**src/rtl/mpcd_pkg.sv**
```systemverilog
// Shared encodings and defaults for the enir_gen timebase / reset-qualification stage.
package mpcd_pkg;

  typedef enum logic [1:0] {
    S_LOCK = 2'b00,
    S_KEY  = 2'b01,
    S_RUN  = 2'b10
  } state_t;

  localparam int DIV_DEFAULT = 4000;
  localparam int DEB_DEFAULT = 8;

endpackage

```
**src/rtl/enir_gen_sync2.sv**
```systemverilog
// Two-flop synchronizer with a configurable reset value and synchronous active-high reset.
module sync2 #(
  parameter logic RST_VAL = 1'b0
) (
  input  logic clk,
  input  logic rst,
  input  logic d,
  output logic q
);

  logic meta;

  always_ff @(posedge clk) begin
    if (rst) begin
      meta <= RST_VAL;
      q    <= RST_VAL;
    end else begin
      meta <= d;
      q    <= meta;
    end
  end

endmodule

```
**src/rtl/enir_gen.sv**
```systemverilog
// Tick prescaler plus lock/key debounce FSM feeding the internal reset generator.
// Define ENIR_GEN_KEY_EN to include the reset-key path (KEY_N synchronizer and S_KEY).
module enir_gen
  import mpcd_pkg::*;
#(
  parameter int DIV = DIV_DEFAULT,
  parameter int DEB = DEB_DEFAULT
) (
  input  logic CLK,
  input  logic RST,
  input  logic PLL_LOCK,
  input  logic KEY_N,
  output logic TICK,
  output logic ENIR,
  output logic RSTO_N
);

  localparam int CW = $clog2(DIV);
  localparam int DW = $clog2(DEB + 1);
  localparam logic [CW-1:0] CNT_LAST = CW'(DIV - 1);
  localparam logic [DW-1:0] DEB_LAST = DW'(DEB - 1);

  logic [CW-1:0] cnt;
  logic [DW-1:0] deb;
  state_t        state;
  state_t        target;
  logic          cond;
  logic          legal;
  logic          lock_s;

  always_ff @(posedge CLK) begin
    if (RST) begin
      cnt <= '0;
    end else if (cnt == CNT_LAST) begin
      cnt <= '0;
    end else begin
      cnt <= cnt + CW'(1);
    end
  end

  assign TICK = (cnt == CNT_LAST);

  sync2 #(.RST_VAL(1'b0)) u_lock_sync (
    .clk (CLK),
    .rst (RST),
    .d   (PLL_LOCK),
    .q   (lock_s)
  );

`ifdef ENIR_GEN_KEY_EN
  logic key_s;

  sync2 #(.RST_VAL(1'b1)) u_key_sync (
    .clk (CLK),
    .rst (RST),
    .d   (KEY_N),
    .q   (key_s)
  );
`else
  logic key_unused;
  assign key_unused = KEY_N;
`endif

  // Per-state qualifying condition and the state a debounced condition leads to.
  always_comb begin
    cond   = 1'b0;
    target = S_LOCK;
    legal  = 1'b1;
    case (state)
      S_LOCK: begin
        cond   = lock_s;
        target = S_RUN;
      end
`ifdef ENIR_GEN_KEY_EN
      S_KEY: begin
        cond   = key_s;
        target = S_RUN;
      end
      S_RUN: begin
        cond   = ~key_s;
        target = S_KEY;
      end
`else
      S_RUN: begin
        cond   = 1'b0;
        target = S_RUN;
      end
`endif
      default: legal = 1'b0;
    endcase
  end

  // Lock loss and unreachable encodings fall back to S_LOCK ahead of any debounce.
  always_ff @(posedge CLK) begin
    if (RST) begin
      state <= S_LOCK;
      deb   <= '0;
    end else if (!legal || (state != S_LOCK && !lock_s)) begin
      state <= S_LOCK;
      deb   <= '0;
    end else if (!cond) begin
      deb <= '0;
    end else if (TICK) begin
      if (deb == DEB_LAST) begin
        state <= target;
        deb   <= '0;
      end else begin
        deb <= deb + DW'(1);
      end
    end
  end

  assign RSTO_N = (state == S_RUN);
  assign ENIR   = TICK & RSTO_N;

endmodule

```
**config.mk**
```make
export PLATFORM = sky130hd
export DESIGN_NAME = enir_gen
export DESIGN_NICKNAME = d
export VERILOG_FILES = /design/src/rtl/mpcd_pkg.sv /design/src/rtl/enir_gen_sync2.sv /design/src/rtl/enir_gen.sv
export SDC_FILE = /design/constraint.sdc
export NUM_CORES = 1
export LEC_CHECK = 0
export BUFFER_PORTS_ARGS = -buffer_cell sky130_fd_sc_hd__buf_2
export CAP_MARGIN = 20
export CORE_MARGIN = 2
export CORE_UTILIZATION = 51
export CTS_CLUSTER_SIZE = 12
export DETAILED_ROUTE_END_ITERATION = 8
export MAX_ROUTING_LAYER = met4
export PLACE_DENSITY_LB_ADDON = 0.3
export SLEW_MARGIN = 20
export SYNTH_ARGS = -nofsm -noshare
export SYNTH_HDL_FRONTEND = slang
export SYNTH_SLANG_ARGS = --single-unit
```
**constraint.sdc**
```tcl
create_clock -name CLK -period 1.9 [get_ports CLK]
set_clock_uncertainty 0.2 [all_clocks]
set_input_delay 0.57 -clock CLK [delete_from_list [all_inputs] [get_ports CLK]]
set_output_delay 0.57 -clock CLK [all_outputs]
set_load 0.05 [all_outputs]
```
==> summary.md <==
| Metric | Value |
|---|---|
| Status | `complete, but fails checks` |
| Failing checks | `setup timing` |
| Synthesized area | `897 sq um` |
| Mean post-synth cell area | `roughly 9.3 sq um` |
| Total Wirelength | `1750 microns` |
| CP Data Required Time | `about 1.1 ns` |
| Initial DRC Count | `16` |
| Xor/xnor share of the synthesized area | `2.93%` |
| Total power | `642 uW` |
| Seq cells post-synth | `19` |
| Crit-path slowest cell | `or3b_4` |
| Async SR Flop Fraction | `0%` |
| RSZ-0062 raised after global routing | `true` |
| Fin Setup TNS | `-0.645 ns` |
| Total CTS buffers | `3` |
| Synth Area in Compound Gates | `14.1%` |
| Post-synth EDFFs | `0` |
| Critical path peak fanout | `2` |
| Netlist cell types | `33` |
| # H-tree levels | `1` |
| Sw Share | `between 20% and 30%` |
| Crit Path Category | `reg2out` |
| Die X | `about 46 microns` |
| Critical path's largest stage delay | `approximately 0.40 ns` |
| Top cell type by total area after synthesis | `dfxtp_1` |
| First-pass GRT wire length | `roughly 3000 microns` |
| Layout cells sized above 1 | `a little under two fifths` |
| FF-to-FF End | `cnt[3]` |
| Die area | `between 2000 and 2500 sq um` |
| Fin crit period | `roughly 2.2 ns` |
| Starting density of the core | `53.1%` |
| MaxCap Viol Count | `0` |
| Hold Vio Cnt, Final | `0` |
| CTS Buffer Depth | `2` |
| Routed Antenna Nets | `0` |
| Root buffer cell | `clkbuf_4` |
| VDD IR-drop max | `0.426 mV` |
| Cell-internal power | `500 uW` |
| Layout area overhead | `26.6%` |
| Largest family of logic cells by synthesized area | `simple AND/OR/NAND/NOR gates` |
| Top cells by area, synth | `dfxtp_1, mux2i_1, a21oi_1, nand2_1, ha_1` |
| Largest net degree at the start of global routing | `12` |
| Port Buf Inserts | `5` |
| Final Non-Filler Cells | `roughly 140` |
| Per-cell routed wire length | `roughly 13 microns` |
| Clock power frac | `31.0%` |
| Worst Path Arrival | `between 1 and 1.5 ns` |
| Mapped Cells | `96` |
| Reg2Reg Launch Point | `cnt[11]` |
| Leakage power | `0.445 nW` |
| Clock latency on the worst-skew pair | `0.29 ns` |
| CP Cell Sequence | `or3b_4 > nor3_4 > and2_4 > buf_8` |
| Setup-failing EPs final | `2` |
| Slew of the pin with the lowest slew margin | `roughly 0.43 ns` |
| Combinational Power Share | `about 5.0%` |
| Critical Path Start | `cnt[11]` |
| Vias per cell | `5.76` |
| Post-route design area | `approximately 1100 sq um` |
| Synth Warn # | `0` |
| Core box area | `roughly 1700 sq um` |
| Sequential cell area fraction in the yosys report | `42.4%` |
| Reg2Reg Depth | `4` |
| Min-Delay Path Class | `reg2reg` |
| Post-Synth Simple-Gate Area | `30.1%` |
| Grt total ovfl | `0` |
| Final Util | `approximately 67%` |
| Mux cell area share after synthesis | `~4.5%` |
| Placed cell count | `between 100 and 150` |
| Drt drc | `0` |
| GRT Util Overall | `roughly 20%` |
| Post-Place Cell Area | `roughly 1100 sq um` |
| Final period utilization | `117%` |
| PD cells | `~560 nW/um^2` |
| CTS tree | `built` |
| Sequential power share | `approximately 64%` |
| Diode count | `0` |
| Routed vias | `789` |
| Crit path to | `ENIR` |
| Relative slew slack | `71.2%` |
| Fmax | `between 400 and 500 MHz` |
| CTS Hold Bufs | `0` |
| Vias in the first global route | `754` |
| Detailed Routing Iterations Pass 1 | `4` |
| CTS Sinks | `19` |
| Worst Setup Start Kind | `register` |
| Nets | `approximately 130` |
| Internal reg-to-reg setup slack | `0.23 ns` |
| Num ports | `7` |
| Adder-cell area share of the yosys netlist | `approximately 2.8%` |
| DP Worst Slack | `-0.188 ns` |
| Final WS setup | `-0.330 ns` |
| Final Slew Violations | `0` |
| Die H | `around 46 microns` |
| HPWL Detailed | `approximately 1300 microns` |
| Clk pin slew, worst setup/hold paths | `around 0.12 ns` |
| Syn nets | `slightly above 100` |
| Top cell type's share of synthesized area | `a little over two fifths` |
| Ys flop type | `dfxtp_1` |
| Antenna violations before repair | `0` |
| Net Switching | `approximately 140 uW` |
| Cell row count | `15` |
| Placer Congestion | `0.769` |
| CP Capture Type | `primary output` |
| WHS | `0.257 ns` |
## how the worst min path moves through the flow
stage          slack [ns]             to  depth (start not counted)             start
5_1_grt              0.29       state[1]                          1     u_lock_sync.q
2_1_floorplan        0.21  u_lock_sync.q                          1  u_lock_sync.meta
4_1_cts              0.26       state[1]                          1     u_lock_sync.q
3_5_place_dp         0.24       state[1]                          1     u_lock_sync.q
6_report             0.26       state[1]                          1     u_lock_sync.q
3_3_place_gp         0.23  u_lock_sync.q                          1  u_lock_sync.meta
## metal layers
layer,GRT usage (%),up-vias,share of wire [%]
met5,-,-,0
met4,6.86,0,0.69
met3,2.38,2,2.9
met2,31.9,14,49
met1,25.8,371,48
li1,-,402,-
## critical path, delay by kind of cell (launching register included)
kind	cells	cell delay (ns)
DFF	1	0.34
buffers and inverters	1	0.13
and+or+nand+nor	3	0.70
## layout by cell type (no fill, tap or decap), types with 2 or more instances in the layout
cell      netlist  final
nor2b_1         3      3
or3_1           3      3
nand2_1         8      8
buf_2           2      4
inv_1           5      5
nor2_1          4      4
dfxtp_1        19     11
nor4_1          2      2
dfxtp_2         0      8
a21oi_1         7      7
o31ai_1         2      2
buf_4           0     17
clkbuf_4        0      3
or4_1           2      2
nor4_2          2      2
nand4_1         3      3
xnor2_1         2      2
o21ai_0         5      5
mux2i_1         4      4
nand3_1         5      5
nand3b_1        2      2
## sequential cells by signal, summed over array words and instances (netlist names)
signal and count:
cnt 12, deb 4, state 1, u_lock_sync.meta 1, u_lock_sync.q 1
## power by group through the flow
stage / combinational (mW) / clock (mW) / sequential (mW)
finish: 0.0323 / 0.199 / 0.410
global route: 0.0376 / 0.214 / 0.411
CTS: 0.0329 / 0.205 / 0.411
detailed placement: 0.0322 / 0 / 0.418
global placement: 0.0308 / 0 / 0.418
floorplan: 0.0170 / 0 / 0.419
## Yosys cell counts (3+ instances only)
| cell | count |
|---|---|
| a21oi_1 | 7 |
| dfxtp_1 | 19 |
| inv_1 | 5 |
| mux2i_1 | 4 |
| nand2_1 | 8 |
| nand3_1 | 5 |
| nand4_1 | 3 |
| nor2_1 | 4 |
| nor2b_1 | 3 |
| o21ai_0 | 5 |
| or3_1 | 3 |
## repair_timing
| action | in CTS | in global routing |
|---|---|---|
| pin swaps | 4 | 0 |
| buffers inserted | 1 | 0 |
| endpoints found under the setup margin | 2 | 2 |
| gates resized for setup | 8 | 0 |
## final cells by class
type,count,area (sq um)
fillers,137,553
clock buffers,3,22.5
clock inverters,1,5.00
inverters,5,18.8
multi-input cells,70,515
repair buffers,22,163
flip-flops and latches,19,390
well taps,17,21.3
## cells by family after synthesis
group,count (synthesis)
buf+inv,7
compound gates,18
fa+ha+maj,2
mux,4
flops,19
xor+xnor,3
simple gates,43
Note: power is estimated with default switching activity, not from simulation.
